--- src/rtl/seg7_pkg.sv ---
// Shared constants for the seven-segment scan decoder: segment patterns,
// output codes, digit count and the tracking FSM state type.
package seg7_pkg;

  localparam int NUM_DIGITS = 6;

  localparam logic [3:0] CODE_BLANK   = 4'hA;
  localparam logic [3:0] CODE_ILLEGAL = 4'hF;

  // Active-low segment patterns, bit6 = a ... bit0 = g
  localparam logic [6:0] SEG_0     = 7'b0000001;
  localparam logic [6:0] SEG_1     = 7'b1001111;
  localparam logic [6:0] SEG_2     = 7'b0010010;
  localparam logic [6:0] SEG_3     = 7'b0000110;
  localparam logic [6:0] SEG_4     = 7'b1001100;
  localparam logic [6:0] SEG_5     = 7'b0100100;
  localparam logic [6:0] SEG_6     = 7'b0100000;
  localparam logic [6:0] SEG_7     = 7'b0001111;
  localparam logic [6:0] SEG_8     = 7'b0000000;
  localparam logic [6:0] SEG_9     = 7'b0000100;
  localparam logic [6:0] SEG_BLANK = 7'b1111111;

  typedef enum logic [1:0] {
    ST_IDLE  = 2'd0,
    ST_TRACK = 2'd1,
    ST_HELD  = 2'd2
  } state_t;

  function automatic logic sel_is_single(input logic [NUM_DIGITS-1:0] sel_n);
    return ($countones(~sel_n) == 1);
  endfunction

endpackage

--- src/rtl/seg7_to_bcd.sv ---
// Combinational segment-pattern lookup: returns the digit code, blank code,
// or the illegal code with its flag for any unrecognised pattern.
module seg7_to_bcd
  import seg7_pkg::*;
(
  input  logic [6:0] i_seg,
  output logic [3:0] o_code,
  output logic       o_illegal
);

  always_comb begin
    o_code    = CODE_ILLEGAL;
    o_illegal = 1'b1;
    case (i_seg)
      SEG_0:     begin o_code = 4'd0;       o_illegal = 1'b0; end
      SEG_1:     begin o_code = 4'd1;       o_illegal = 1'b0; end
      SEG_2:     begin o_code = 4'd2;       o_illegal = 1'b0; end
      SEG_3:     begin o_code = 4'd3;       o_illegal = 1'b0; end
      SEG_4:     begin o_code = 4'd4;       o_illegal = 1'b0; end
      SEG_5:     begin o_code = 4'd5;       o_illegal = 1'b0; end
      SEG_6:     begin o_code = 4'd6;       o_illegal = 1'b0; end
      SEG_7:     begin o_code = 4'd7;       o_illegal = 1'b0; end
      SEG_8:     begin o_code = 4'd8;       o_illegal = 1'b0; end
      SEG_9:     begin o_code = 4'd9;       o_illegal = 1'b0; end
      SEG_BLANK: begin o_code = CODE_BLANK; o_illegal = 1'b0; end
      default:   begin o_code = CODE_ILLEGAL; o_illegal = 1'b1; end
    endcase
  end

endmodule

--- src/rtl/seg7_scan_decoder.sv ---
// Debounces a multiplexed 6-digit seven-segment scan into per-digit codes and
// hands out complete snapshots over a valid/ready handshake.
module seg7_scan_decoder
  import seg7_pkg::*;
#(
  parameter int STABLE_CYCLES = 4
) (
  input  logic                      clk,
  input  logic                      reset,
  input  logic [6:0]                seg_in,
  input  logic [NUM_DIGITS-1:0]     dig_sel_n,
  output logic [4*NUM_DIGITS-1:0]   digit_bcd,
  output logic [NUM_DIGITS-1:0]     digit_err,
  output logic                      frame_valid,
  output logic [4*NUM_DIGITS-1:0]   frame_bcd,
  input  logic                      frame_ready
);

  localparam logic [7:0]  STABLE_CNT = 8'(STABLE_CYCLES);
  localparam logic [23:0] BLANK_ALL  = {NUM_DIGITS{CODE_BLANK}};

  logic [6:0]            r_seg;
  logic [NUM_DIGITS-1:0] r_sel;
  logic [6:0]            r_st_seg;
  logic [NUM_DIGITS-1:0] r_st_sel;
  state_t                r_state;
  logic [7:0]            r_count;
  logic [23:0]           r_digit_bcd;
  logic [NUM_DIGITS-1:0] r_digit_err;
  logic [NUM_DIGITS-1:0] r_mask;
  logic                  r_frame_valid;
  logic [23:0]           r_frame_bcd;

  state_t                w_state_nxt;
  logic [7:0]            w_count_nxt;
  logic                  w_commit;
  logic                  w_store;
  logic                  w_clear;
  logic                  w_sel_ok;
  logic                  w_pair_new;
  logic [3:0]            w_code;
  logic                  w_illegal;
  logic [NUM_DIGITS-1:0] w_commit_mask;
  logic [23:0]           w_digit_bcd_nxt;
  logic [NUM_DIGITS-1:0] w_digit_err_nxt;
  logic [NUM_DIGITS-1:0] w_mask_nxt;
  logic                  w_mask_full;

  seg7_to_bcd u_lookup (
    .i_seg     (r_seg),
    .o_code    (w_code),
    .o_illegal (w_illegal)
  );

  always_ff @(posedge clk or posedge reset) begin
    if (reset) begin
      r_seg <= '1;
      r_sel <= '1;
    end else begin
      r_seg <= seg_in;
      r_sel <= dig_sel_n;
    end
  end

  assign w_sel_ok   = sel_is_single(r_sel);
  assign w_pair_new = (r_seg != r_st_seg) || (r_sel != r_st_sel);

  always_ff @(posedge clk or posedge reset) begin
    if (reset) begin
      r_state <= ST_IDLE;
      r_count <= '0;
    end else begin
      r_state <= w_state_nxt;
      r_count <= w_count_nxt;
    end
  end

  // The stored pair is wiped on IDLE so any later valid select restarts tracking.
  always_comb begin
    w_state_nxt = r_state;
    w_count_nxt = r_count;
    w_commit    = 1'b0;
    w_store     = 1'b0;
    w_clear     = 1'b0;
    if (!w_sel_ok) begin
      w_state_nxt = ST_IDLE;
      w_count_nxt = '0;
      w_clear     = 1'b1;
    end else if (w_pair_new) begin
      w_store     = 1'b1;
      w_count_nxt = 8'd1;
      w_state_nxt = ST_TRACK;
    end else begin
      case (r_state)
        ST_TRACK: begin
          if (r_count < STABLE_CNT) w_count_nxt = r_count + 8'd1;
          if (r_count + 8'd1 == STABLE_CNT) begin
            w_commit    = 1'b1;
            w_state_nxt = ST_HELD;
          end
        end
        ST_HELD: begin
          w_count_nxt = r_count;
        end
        default: begin
          w_store     = 1'b1;
          w_count_nxt = 8'd1;
          w_state_nxt = ST_TRACK;
        end
      endcase
    end
  end

  always_ff @(posedge clk or posedge reset) begin
    if (reset) begin
      r_st_seg <= '1;
      r_st_sel <= '1;
    end else if (w_clear) begin
      r_st_seg <= '1;
      r_st_sel <= '1;
    end else if (w_store) begin
      r_st_seg <= r_seg;
      r_st_sel <= r_sel;
    end
  end

  assign w_commit_mask = w_commit ? ~r_sel : '0;

  always_comb begin
    w_digit_bcd_nxt = r_digit_bcd;
    w_digit_err_nxt = r_digit_err;
    for (int i = 0; i < NUM_DIGITS; i++) begin
      if (w_commit_mask[i]) begin
        w_digit_bcd_nxt[i*4 +: 4] = w_code;
        w_digit_err_nxt[i]        = w_illegal;
      end
    end
  end

  assign w_mask_nxt  = r_mask | w_commit_mask;
  assign w_mask_full = &w_mask_nxt;

  always_ff @(posedge clk or posedge reset) begin
    if (reset) begin
      r_digit_bcd <= BLANK_ALL;
      r_digit_err <= '0;
    end else begin
      r_digit_bcd <= w_digit_bcd_nxt;
      r_digit_err <= w_digit_err_nxt;
    end
  end

  // A full mask seen while a snapshot is outstanding is held until the handshake edge.
  always_ff @(posedge clk or posedge reset) begin
    if (reset) begin
      r_mask        <= '0;
      r_frame_valid <= 1'b0;
      r_frame_bcd   <= BLANK_ALL;
    end else if (r_frame_valid) begin
      if (frame_ready) begin
        if (w_mask_full) begin
          r_frame_bcd <= w_digit_bcd_nxt;
          r_mask      <= '0;
        end else begin
          r_frame_valid <= 1'b0;
          r_mask        <= w_mask_nxt;
        end
      end else begin
        r_mask <= w_mask_nxt;
      end
    end else if (w_mask_full) begin
      r_frame_bcd   <= w_digit_bcd_nxt;
      r_frame_valid <= 1'b1;
      r_mask        <= '0;
    end else begin
      r_mask <= w_mask_nxt;
    end
  end

  assign digit_bcd   = r_digit_bcd;
  assign digit_err   = r_digit_err;
  assign frame_valid = r_frame_valid;
  assign frame_bcd   = r_frame_bcd;

endmodule

--- config.mk ---
export PLATFORM = sky130hd
export DESIGN_NAME = seg7_scan_decoder
export DESIGN_NICKNAME = d
export VERILOG_FILES = /design/src/rtl/seg7_pkg.sv /design/src/rtl/seg7_to_bcd.sv /design/src/rtl/seg7_scan_decoder.sv
export SDC_FILE = /design/constraint.sdc
export NUM_CORES = 1
export LEC_CHECK = 0
export BUFFER_PORTS_ARGS = -buffer_cell sky130_fd_sc_hd__buf_2
export CAP_MARGIN = 20
export CORE_ASPECT_RATIO = 1.5
export CORE_MARGIN = 8
export CORE_UTILIZATION = 51
export CTS_CLUSTER_SIZE = 14
export DETAILED_ROUTE_END_ITERATION = 10
export PLACE_DENSITY = 0.82
export SYNTH_ARGS = -nofsm -noshare
export SYNTH_HDL_FRONTEND = slang
export SYNTH_SLANG_ARGS = --single-unit
--- constraint.sdc ---
create_clock -name clk -period 4.4 [get_ports clk]
set_input_delay 0.22 -clock clk [delete_from_list [all_inputs] [get_ports clk]]
set_output_delay 0.22 -clock clk [all_outputs]
set_load 0.005 [all_outputs]
# Word level (Yosys, flattened, before mapping)
# Cells that the tools add are included.
[totals]
ff_bits = 97
inputBits = 16
output_inout_bits = 55
word_cells = 90
[classes]
add_sub_neg = 6
order_cmp = 1
eq_ne = 21
n_mux = 37
bitwise_logic = 2
n_reduce_logical = 7
[op_table]
columns = ["cell", "count"]
rows = [
  ["two-way mux 24 bit", 3],
  ["one-hot mux 4 bit (11 select lines)", 1],
  ["two-way mux 6 bit", 6],
  ["two-way mux 4 bit", 6],
  ["two-way mux 8 bit", 3],
  ["equality test 7 bit (second input constant)", 3],
  ["one-hot mux 8 bit (2 select lines)", 1],
  ["equality test 7 x 3 -> 1 bit (second input constant)", 2],
  ["equality test 7 x 6 -> 1 bit (second input constant)", 2],
  ["two-way mux 7 bit", 2],
  ["two-way mux 1 bit", 11],
  ["OR reduction 11 bit", 1],
  ["adder 8 x 1 -> 8 bit (second input constant)", 1],
  ["equality test 8 x 3 -> 1 bit (second input constant)", 1],
  ["less-than comparator 8 x 3 -> 1 bit (second input constant)", 1],
  ["!= test 4 bit (second input constant)", 2],
  ["equality test 7 x 1 -> 1 bit (second input constant)", 1],
  ["equality test 7 x 4 -> 1 bit (second input constant)", 1],
  ["equality test 7 x 5 -> 1 bit (second input constant)", 1],
  ["logical NOT 7 bit", 1],
  ["!= test 7 bit", 1],
  ["adder 1 x 1 -> 2 bit", 3],
  ["two-way mux 2 bit", 3],
  ["!= test 6 bit", 1],
  ["other kinds (14)", 16],
]

# Logic depth before layout (Yosys ltp)
# Gate-level depths: netlist of the first run.
[logic_depth]
depth_word = 12
depth_mapped = 13

# Cells and area by module
# Synthesis of the first run repeated with hierarchy kept, for this count alone.
[unflattened]
hier_cells = 308
area_unflattened_um2 = 4385.5
[by_module_without_submodules]
columns = ["mod", "instances", "cells_each", "area_each_um2", "seq_area_each_um2"]
rows = [
  ["seg7_scan_decoder", 1, 266, 4101.4, 2489.9],
  ["seg7_to_bcd", 1, 42, 284.0, 0.0],
]

# Least setup slack after synthesis of the first run
# No wires, ideal clock.
[synth_timing]
path_kind = "reg2reg"
startpoint = "register r_sel[1]"
endpoint = "register r_frame_bcd[10] (netlist: frame_bcd[10])"
setup_ns = 0.125
arrival_ns = 3.997
t_required_ns = 4.275
path_slack_ns = 0.278
path_stages_with_launch = 14
path_buffers = 1
period_less_slack_ns = 4.122
cell_sequence = "dfstp_2 > fa_1 > inv_1 > fa_1 > ha_1 > fa_1 > nor3b_2 > nand4_1 > nor4_2 > a21oi_1 > nor4_2 > o2111ai_2 > buf_6 > mux2_4"
[synth_via]
elab_chain_len = 12
[synth_lines]
columns = ["element", "line_no", "text"]
rows = [
  ["from (decl)", "seg7_scan_decoder.sv:23", "logic [NUM_DIGITS-1:0] r_sel;"],
  ["from (signal assigned)", "seg7_scan_decoder.sv:61", "r_sel <= dig_sel_n;"],
  ["NOT 6 bit", "seg7_pkg.sv:30, seg7_scan_decoder.sv:127", ""],
  ["adder 1 x 1 -> 2 bit (implied by the code)", "seg7_pkg.sv:30", "return ($countones(~sel_n) == 1);"],
  ["adder 2 x 2 -> 3 bit (implied by the code)", "seg7_pkg.sv:30", ""],
  ["adder 3 x 2 -> 4 bit (implied by the code)", "seg7_pkg.sv:30", ""],
  ["equality test 4 x 1 -> 1 bit", "seg7_pkg.sv:30", ""],
  ["two-way mux 1 bit", "seg7_scan_decoder.sv:85", "if (!w_sel_ok) begin"],
  ["two-way mux 6 bit *", "seg7_scan_decoder.sv:127", "assign w_commit_mask = w_commit ? ~r_sel : '0;"],
  ["OR 6 bit", "seg7_scan_decoder.sv:140", "assign w_mask_nxt = r_mask | w_commit_mask;"],
  ["AND reduction 6 bit", "n/a", ""],
  ["two-way mux 24 bit *", "seg7_scan_decoder.sv:161, seg7_scan_decoder.sv:171", ""],
  ["two-way mux 24 bit", "seg7_scan_decoder.sv:160", "if (frame_ready) begin"],
  ["two-way mux 24 bit *", "seg7_scan_decoder.sv:159", "end else if (r_frame_valid) begin"],
  ["to (signal assigned)", "seg7_scan_decoder.sv:162", "r_frame_bcd <= w_digit_bcd_nxt;"],
  ["to (signal assigned)", "seg7_scan_decoder.sv:172", "r_frame_bcd <= w_digit_bcd_nxt;"],
  ["to (decl)", "seg7_scan_decoder.sv:32", "logic [23:0] r_frame_bcd;"],
]
# Mark *: on every way between the ends. The rest lies on a longest branch, timed or not. The select of a mux whose other input is x is not followed.
# A chain may end at the register's enable or synchronous reset.

# Worst setup path after layout of the first run
[layout_timing]
startpoint = "register r_sel[3]"
endpoint = "register r_frame_bcd[10] (netlist: frame_bcd[10])"
# The elaborated chain is that of the path after synthesis.

==> results_dict.tcl, run 1 <==
set metrics [dict create \
    clkLatencyLatePin_ns 0.34 \
    drv_slew 0 \
    path_cells "fa_1 -> inv_1 -> fa_1 -> ha_2 -> fa_2 -> nor3b_4 -> nand4_1 -> nor4_4 -> a31oi_2 -> nor4_2 -> buf_4 -> o2111ai_4 -> clkbuf_16 -> mux2_4" \
    antenna_found_initial 0 \
    hp-class "input port to flip-flop" \
    tightest_slew_ns 0.8791 \
    multi_input_area_um2 1828 \
    dp_hpwl_mm 6.855 \
    p_leak_nw 2.691 \
    dieArea_um2 12010 \
    grt_start_max_net_pins 75 \
    vias 2972 \
    setup_slack_ns -0.1117 \
    io_buffer_count 70 \
    synth_edf_count 0 \
    area_growth_pct 23.90 \
    grtUsageMet3_pct 3.391 \
    cts.clk_slew.worst_paths_ns 0.06 \
    run_status "complete, but fails checks" \
    gp_congestion 0.8883 \
    fillers 601 \
    core_area_um2 8413 \
    grt_pass1_vias 3172 \
    htree_levels 3 \
    syn_nets 347 \
    synth_area_per_cell_um2 13.74 \
    drive_gt1_share_pct 51.98 \
    drt-wirelength-per-cell_um 19.53 \
    seq_area_um2 2490 \
    fin_nets 448 \
    synth_area_um2 4439 \
    die_h_um 130.3 \
    drc 0 \
    pre_cts_ws_ns -0.09975 \
    synthCells 323 \
    synth_top_area_share_pct 29.59 \
    cts_tree "yes" \
    synth_top_area_cell "dfstp_2" \
    placed_cells 496 \
    io_pins 71 \
    ant_nets 0 \
    ir_drop_v 0.0004076 \
    cp_data_arrival_time_ns 4.74 \
    post_layout_nonfiller_instances 536 \
    critPathKind "flip-flop to flip-flop" \
    start_util_pct 52.77 \
    hold_viol 0 \
    cpMostUsedCell "fa_1" \
    met2_usage_pct 30.74 \
    holdWs_ns 0.2843 \
    skew_ns 0.006418 \
    critPathLaunchType "flip-flop" \
    ys_seq_area_share_pct 56.09 \
    p_per_area_nw_per_um2 362.0 \
    yosys-top-cells-count "dfstp_2 (50), dfrtp_1 (47), mux2_2 (24), mux2_4 (24)" \
    dieWidth_um 92.18 \
    num_antenna_cells 0 \
    slowest_delay_ns 0.58 \
    maxClockFrequency_ghz 0.2216 \
    crit_slowest_cell "dfstp_2" \
    viasPerCell 5.545 \
    netlist_top_cells_area "dfstp_2 (30%), dfrtp_1 (26%), mux2_4 (8.1%), mux2_2 (6.1%), buf_6 (2.0%)" \
    dr.pass1.iters 4 \
    clkSinkCount 97 \
    period_needed_ns 4.512 \
    synthFlopType "dfstp_2" \
    synth.distinct_cells 56 \
    synth_most_common_cell "dfstp_2" \
    crit_fanout 6 \
    cts_root_buf "clkbuf_16" \
    std_cell_rows 41 \
    finalSetupViolCount 26 \
    violations "negative setup slack" \
    grt_usage_pct 17.26 \
    fin_crit_sh_pct 102.5 \
    cts_buffers 9 \
    drt-initial-drc-count 151 \
    grt_overflow_total 0 \
    slew_headroom_pct 41.40 \
    use_met1_pct 18.74 \
    async_flop_share_pct 100.0 \
    clockBufferDepth 2 \
    ys_warn_count 0 \
    drv_cap 0 \
    top_usage_layer "met2" \
    ys_seq_elements 97 \
    cp.required_ns 4.63 \
    wl_mm 10.47 \
    endpoint_kind "flip-flop" \
    regToRegSetupSlack_ns -0.11 \
    grt_setup_unrepaired "true" \
    grt_pass1_wl_mm 16.24 \
]
[per-stage QoR]
step | TNS, ns | cell area (um^2) | power (mW) | utilization, %
floorplan | 0 | 4439 | 1.096 | -
global placement | 0 | 4898 | 1.136 | 58.22
detailed placement | -1.600 | 4898 | 1.144 | 58.22
CTS | 0 | 5384 | 1.987 | 63.99
global route | -6.454 | 5500 | 2.053 | 65.38
finish | -2.154 | 5500 | 1.991 | 65.38
[state kept, by name (all words and copies together), names as in the netlist]
name         cells
r_st_sel         6
frame_valid      1
r_st_seg         7
r_sel            6
frame_bcd       24
r_mask           6
r_count          8
digit_bcd       24
r_state          2
digit_err        6
r_seg            7
[repair_timing]
item / in CTS / in global routing
pin swaps: 2 / 4
setup endpoints to repair: 24 / 25
gates resized for setup: 1 / 5
hold buffers: 14 / 0
cloned: 0 / 2
buffers inserted: 2 / 6
hold endpoints to repair: 19 / 0
[logic make-up (layout without fill, tap and decap cells)]
family | count (synthesis) | count (layout) | synth area share (%)
multiplexers | 55 | 55 | 15.78
flip-flops | 97 | 97 | 56.09
XOR/XNOR | 15 | 15 | 4.059
AO/OA/AOI/OAI | 33 | 33 | 5.073
adder cells (fa/ha/maj) | 8 | 8 | 2.762
AND/OR/NAND/NOR | 88 | 88 | 12.57
buffers and inverters | 27 | 133 | 3.664
[where the power goes]
group	internal (mW)	total [mW]	switching, mW	leakage, nW
combinational	0.0831	0.191	0.108	1.38
sequential	0.937	0.969	0.0311	1.16
clock	0.512	0.831	0.319	0.159
[critical path: cells and delay by family, from the launching register on]
family	cells	cell delay, ns
adders and majority gates	4	1.48
and+or+nand+nor	4	1.11
AOI/OAI and AO/OA	2	0.42
muxes	1	0.30
DFF	1	0.58
buffers and inverters	3	0.49
[cell usage in the layout, fill, tap and decap left out, types with 2 or more instances in the layout]
| cell | netlist | final |
|---|---|---|
| buf_2 | 1 | 70 |
| nand3_1 | 5 | 5 |
| nor2_1 | 13 | 13 |
| mux2_4 | 24 | 24 |
| dlygate4sd3_1 | 0 | 14 |
| nand3b_1 | 2 | 2 |
| xnor2_2 | 4 | 4 |
| nor3_1 | 6 | 6 |
| clkinv_2 | 0 | 3 |
| and3_1 | 2 | 2 |
| nand2_1 | 16 | 16 |
| o21ai_0 | 6 | 6 |
| or2b_1 | 3 | 3 |
| nor2b_1 | 3 | 3 |
| a31oi_1 | 4 | 3 |
| xnor2_1 | 9 | 9 |
| o311ai_0 | 2 | 2 |
| buf_4 | 0 | 14 |
| nand2b_1 | 9 | 9 |
| a21oi_1 | 8 | 7 |
| o21a_1 | 2 | 2 |
| inv_1 | 16 | 15 |
| clkbuf_16 | 0 | 11 |
| and2_1 | 6 | 6 |
| mux2i_1 | 7 | 7 |
| and2b_1 | 2 | 2 |
| a21oi_2 | 1 | 2 |
| nor3b_1 | 2 | 2 |
| dfrtp_1 | 47 | 47 |
| nor4_4 | 2 | 3 |
| fa_1 | 3 | 2 |
| nand4_1 | 5 | 5 |
| mux2_2 | 24 | 24 |
| ha_1 | 5 | 4 |
| bufinv_16 | 0 | 2 |
| dfstp_2 | 50 | 50 |
[area by class of cell]
cell class | count | share of cell area [%]
Clock buffer | 11 | 4.413
Clock inverter | 5 | 1.433
Inverter | 16 | 1.115
Multi-Input combinational cell | 199 | 33.23
Sequential cell | 97 | 45.27
Tap cell | 107 | 2.434
Timing Repair Buffer | 101 | 12.10
[worst paths after layout]
kind / from / end / cells after the start
worst max-delay path: r_sel[3]$_DFF_PP1_ / frame_bcd[10]$_DFFE_PP0P_ / 14
worst min-delay path: frame_ready / frame_valid$_DFF_PP0_ / 3
worst max register to register: r_sel[3]$_DFF_PP1_ / frame_bcd[10]$_DFFE_PP0P_ / 14
worst min register to register: r_count[6]$_DFFE_PP0P_ / r_count[6]$_DFFE_PP0P_ / 1
max in group asynchronous: reset / frame_bcd[2]$_DFFE_PP0P_ / 4
min in group asynchronous: reset / digit_bcd[18]$_DFF_PP0_ / 3
[per-layer routing]
| metal | vias up | wire length (um) |
|---|---|---|
| met1 | 1528 | 3989 |
| li1 | 1319 | - |
| met5 | - | 0 |
| met4 | 0 | 280 |
| met2 | 105 | 5698 |
| met3 | 20 | 501 |
Note: power is estimated with default switching activity, not from simulation.
==> run 2, diff against run 1 <==
--- a/config.mk
+++ b/config.mk
@@ -7,7 +7,7 @@
 export LEC_CHECK = 0
 export BUFFER_PORTS_ARGS = -buffer_cell sky130_fd_sc_hd__buf_2
 export CAP_MARGIN = 20
-export CORE_ASPECT_RATIO = 1.5
+export CORE_ASPECT_RATIO = 0.8
 export CORE_MARGIN = 8
 export CORE_UTILIZATION = 51
 export CTS_CLUSTER_SIZE = 14
==> run 2 against run 1 <==
Net effect:
- the flow now finishes without violations
- sequential share of layout area increased by 0.87 points
- fmax increased by 3.6%
- sequential power about the same
- clock skew increased by 0.0064 ns
- hold slack got worse by 0.031 ns
- routed wire length decreased by 2.1%
- total power decreased by 12%
- largest power group unchanged
==> results_dict.tcl, run 2 (same netlist as run 1, synthesis figures left out) <==
set metrics [dict create \
    start_util_pct 52.33 \
    hold_viol 0 \
    grt_pass1_vias 3024 \
    layout_common_cells "buf_2 (70), dfstp_2 (50), dfrtp_1 (47), mux2_2 (24), mux2_4 (24)" \
    fin_nets 448 \
    cts.clk_slew.worst_paths_ns 0.09 \
    die_h_um 99.45 \
    critPathKind "flip-flop to flip-flop" \
    io_buffer_count 70 \
    grt_overflow_total 0 \
    run_status "finished, final reports clean" \
    cp.required_ns 4.67 \
    viasPerCell 5.357 \
    grt_pass1_wl_mm 15.64 \
    layout_commonest_cell "buf_2" \
    antenna_found_initial 0 \
    gp_congestion 0.9039 \
    period_needed_ns 4.354 \
    hp-class "input port to flip-flop" \
    crit_fanout 7 \
    cts_buffers 9 \
    wl_mm 10.25 \
    drt-initial-drc-count 190 \
    clkLatencyLatePin_ns 0.38 \
    clockBufferDepth 2 \
    area_growth_pct 21.56 \
    cp_data_arrival_time_ns 4.63 \
    dieWidth_um 120.3 \
    htree_levels 3 \
    num_antenna_cells 0 \
    pre_cts_ws_ns -0.05393 \
    dieArea_um2 11960 \
    drv_slew 0 \
    p_per_area_nw_per_um2 325.6 \
    critPathLaunchType "flip-flop" \
    grt_usage_pct 16.53 \
    dr.pass1.iters 4 \
    placed_cells 501 \
    drive_gt1_share_pct 51.52 \
    slew_headroom_pct 46.11 \
    drt-wirelength-per-cell_um 18.95 \
    skew_ns 0.01281 \
    io_pins 71 \
    fin_crit_sh_pct 98.95 \
    drv_cap 0 \
    vias 2898 \
    core_area_um2 8483 \
    finalSetupViolCount 0 \
    endpoint_kind "flip-flop" \
    ant_nets 0 \
    drc 0 \
    cts_tree "yes" \
    maxClockFrequency_ghz 0.2297 \
    grt_start_max_net_pins 64 \
    clkSinkCount 97 \
    post_layout_nonfiller_instances 541 \
    p_leak_nw 2.651 \
    tightest_slew_ns 0.8053 \
    ir_drop_v 0.0002128 \
    cts_root_buf "clkbuf_8" \
    std_cell_rows 30 \
    dp_hpwl_mm 6.727 \
    setup_slack_ns 0.04617 \
]
[run 2: path summary, 6_finish.rpt]
kind	from	end	slack, ns	depth (start not counted)
max	r_sel[1]$_DFF_PP1_	frame_bcd[4]$_DFFE_PP0P_	0.05	14
min	frame_ready	frame_valid$_DFF_PP0_	0.25	3
max reg2reg	r_sel[1]$_DFF_PP1_	frame_bcd[4]$_DFFE_PP0P_	0.05	14
min reg2reg	r_count[7]$_DFFE_PP0P_	r_count[7]$_DFFE_PP0P_	0.50	1
max in group asynchronous	reset	frame_bcd[13]$_DFFE_PP1P_	3.04	5
min in group asynchronous	reset	digit_bcd[6]$_DFF_PP0_	0.33	3
[run 2: critical path: stages, from the launching register on]
cell and delay [ns]:
dfstp_2 0.58, fa_1 0.42, inv_1 0.07, fa_1 0.41, ha_1 0.20, fa_2 0.45
nor3b_4 0.24, nand4_1 0.19, nor4_4 0.41, a21oi_2 0.11, nor4_2 0.21, buf_4 0.19
o2111ai_4 0.20, clkbuf_16 0.24, mux2_4 0.30
[run 2: layout make-up]
type                    count  area [um^2]
multi-input cells         199         1815
clock buffers              10        137.6
clock inverters             6        66.31
inverters                  16        61.31
fillers                   616         3087
flip-flops and latches     97         2490
well taps                 112        140.1
repair buffers            101        685.7
[run 2: timing repair]
action	in CTS	in global routing
cloned	0	2
hold endpoints to repair	13	9
buffers inserted	1	6
resized for setup	0	3
hold buffers	13	1
endpoints found under the setup margin	24	29
pin swaps	1	4
[run 2: layer usage]
| layer | vias to the layer above | global-route usage [%] | part of all wire (%) |
|---|---|---|---|
| met5 | - | 0 | 0 |
| met4 | 0 | 5.747 | 1.7 |
| met3 | 16 | 5.436 | 6.6 |
| met2 | 81 | 25.99 | 49 |
| met1 | 1481 | 21.01 | 42 |
| li1 | 1320 | - | - |
[run 2: report_power, final]
part / internal, mW / switching (mW) / total, mW
Clock: 0.280 / 0.313 / 0.593
Sequential: 0.936 / 0.0317 / 0.968
Combinational: 0.0900 / 0.105 / 0.195
Total: 1.31 / 0.450 / 1.76
[run 2: stage by stage]
| stage | total power, mW | hold WS, ns | utilization [%] | cell area [um^2] | TNS (ns) |
|---|---|---|---|---|---|
| 6_report | 1.757 | 0.2530 | 63.61 | 5396 | 0 |
| 5_1_grt | 1.825 | 0.2602 | 63.61 | 5396 | -2.262 |
| 4_1_cts | 1.747 | 0.07684 | 61.84 | 5246 | 0 |
| 3_5_place_dp | 1.146 | 0.3262 | 57.82 | 4905 | -0.6993 |
| 3_3_place_gp | 1.139 | 0.3244 | 57.82 | 4905 | 0 |
| 2_1_floorplan | 1.096 | 0.2245 | - | 4439 | 0 |
==> run 3, diff against run 2 <==
--- a/config.mk
+++ b/config.mk
@@ -8,7 +8,7 @@
 export BUFFER_PORTS_ARGS = -buffer_cell sky130_fd_sc_hd__buf_2
 export CAP_MARGIN = 20
 export CORE_ASPECT_RATIO = 0.8
-export CORE_MARGIN = 8
+export CORE_MARGIN = 2
 export CORE_UTILIZATION = 51
 export CTS_CLUSTER_SIZE = 14
 export DETAILED_ROUTE_END_ITERATION = 10
==> constraint.sdc (replaced) <==
create_clock -name clk -period 3.6 [get_ports clk]
set_input_delay 0.18 -clock clk [delete_from_list [all_inputs] [get_ports clk]]
set_output_delay 0.18 -clock clk [all_outputs]
set_load 0.005 [all_outputs]
==> run 3 against run 2 <==
Net effect:
- the flow now finishes with violations (negative setup slack)
- critical path depth unchanged
- total power up 22%
- setup slack worse by 0.75 ns
- cell count rose by 5.0%
- fmax is 1.2% higher
- hold slack worse by 0.035 ns
- clock skew rose by 0.0045 ns
- critical path type unchanged
==> results_dict.tcl, run 3 (same netlist as run 1, synthesis figures left out) <==
set metrics [dict create \
    run_status "complete, but fails checks" \
    violations "negative setup slack" \
    crit_slowest_cell "dfstp_2" \
    drt-wirelength-per-cell_um 19.14 \
    area_growth_pct 27.62 \
    drive_gt1_share_pct 56.14 \
    start_util_pct 52.33 \
    wl_mm 10.87 \
    grt_start_max_net_pins 43 \
    clkLatencyLatePin_ns 0.38 \
    skew_ns 0.01729 \
    clockBufferDepth 2 \
    hp-class "input port to flip-flop" \
    maxClockFrequency_ghz 0.2325 \
    io_buffer_count 70 \
    die_h_um 87.45 \
    endpoint_kind "flip-flop" \
    setup_slack_ns -0.7007 \
    place_area_um2 5106 \
    drc 0 \
    slowest_delay_ns 0.57 \
    cts_tree "yes" \
    dp_hpwl_mm 6.669 \
    pre_cts_ws_ns -0.6559 \
    postLayoutCoreUtil_pct 66.78 \
    cts_buffers 9 \
    io_pins 71 \
    grt_pass1_vias 3155 \
    ir_drop_v 0.0002113 \
    drv_slew 0 \
    period_needed_ns 4.301 \
    hold_viol 0 \
    fin_setup_tns_ns -20.17 \
    p_leak_nw 2.799 \
    dr.pass1.iters 5 \
    critPathKind "flip-flop to flip-flop" \
    vias 3091 \
    grt_pass1_wl_mm 15.98 \
    layout_common_cells "buf_2 (70), dfstp_2 (50), dfrtp_1 (47), buf_4 (35), mux2_4 (33)" \
    layout_commonest_cell "buf_2" \
    slew_headroom_pct 51.41 \
    drt-initial-drc-count 200 \
    cp_data_arrival_time_ns 4.56 \
    path_cells "fa_1 -> inv_1 -> fa_1 -> ha_2 -> fa_2 -> nor3b_4 -> nand4_1 -> nor4_4 -> a21oi_2 -> nor4_2 -> buf_4 -> o2111ai_4 -> buf_12 -> mux2_4" \
    num_antenna_cells 0 \
    dieArea_um2 9471 \
    htree_levels 3 \
    fin_crit_sh_pct 119.5 \
    tightest_slew_ns 0.7280 \
    cts.clk_slew.worst_paths_ns 0.10 \
    grt_usage_pct 22.43 \
    crit_fanout 14 \
    drv_cap 0 \
    finalSetupViolCount 48 \
    grt_overflow_total 0 \
    cpMostUsedCell "fa_1" \
    fin_nets 475 \
    path_delay_family "adder cells" \
    power_mw 2.143 \
    clkSinkCount 97 \
    cts_root_buf "clkbuf_8" \
    std_cell_rows 30 \
    stdcell_area_um2 5665 \
    viasPerCell 5.442 \
    dieWidth_um 108.3 \
    worst-path-buf-inv 3 \
    gp_congestion 0.9282 \
    critPathLaunchType "flip-flop" \
    grt_setup_unrepaired "true" \
    p_per_area_nw_per_um2 378.2 \
    cp.required_ns 3.86 \
    antenna_found_initial 0 \
    core_area_um2 8483 \
    ant_nets 0 \
]
## run 3: timing repair
item / CTS / global route
endpoints found under the setup margin: 33 / 61
hold endpoints to repair: 29 / 0
hold buffers: 14 / 0
setup buffers: 3 / 11
gates cloned: 0 / 1
resized for setup: 11 / 17
pin swaps: 1 / 2
## run 3: final cells by class
class | instances | area (um^2)
inverters | 16 | 61.31
fillers | 551 | 2818
clock inverters | 6 | 55.05
multi-input cells | 199 | 1896
well taps | 112 | 140.1
flip-flops and latches | 97 | 2490
clock buffers | 10 | 137.6
repair buffers | 128 | 885.9
## run 3: metrics by stage
stage                     hold slack, ns  cells
after floorplan                   0.1845    323
after global placement            0.2846    525
after detailed placement          0.2862    525
after CTS                         0.1551    558
after global routing              0.2019    568
final                             0.2180    568
## run 3: layer usage
| layer | part of all wire, % | vias to the layer above | track usage (%) | wire length [um] |
|---|---|---|---|---|
| met1 | 40 | 1546 | 28.59 | 4364 |
| met3 | 6.4 | 29 | 6.657 | 701 |
| met2 | 51 | 138 | 37.16 | 5595 |
| li1 | - | 1378 | - | - |
| met4 | 1.9 | 0 | 6.993 | 211 |
| met5 | 0 | - | 0 | 0 |
## run 3: path summary, 6_finish.rpt
path	start	end	slack [ns]	depth (start not counted)
worst min-delay path	frame_ready	frame_valid$_DFF_PP0_	0.22	3
worst min register to register	r_count[6]$_DFFE_PP0P_	r_count[6]$_DFFE_PP0P_	0.49	1
worst max register to register	r_sel[1]$_DFF_PP1_	frame_bcd[20]$_DFFE_PP0P_	-0.70	14
max in group asynchronous	reset	digit_bcd[3]$_DFF_PP1_	2.28	4
min in group asynchronous	reset	digit_err[2]$_DFFE_PP0N_	0.45	3
worst max-delay path	r_sel[1]$_DFF_PP1_	frame_bcd[20]$_DFFE_PP0P_	-0.70	14
## run 3: worst min-delay path: stages
cell and delay, ns:
buf_2 0.09, nand2b_1 0.19, nand2_1 0.09
## run 3: power by group
part	leakage [nW]	internal, mW	switching (mW)
Combinational	1.54	0.116	0.144
Clock	0.100	0.287	0.414
Sequential	1.16	1.14	0.0372
Total	2.80	1.55	0.596
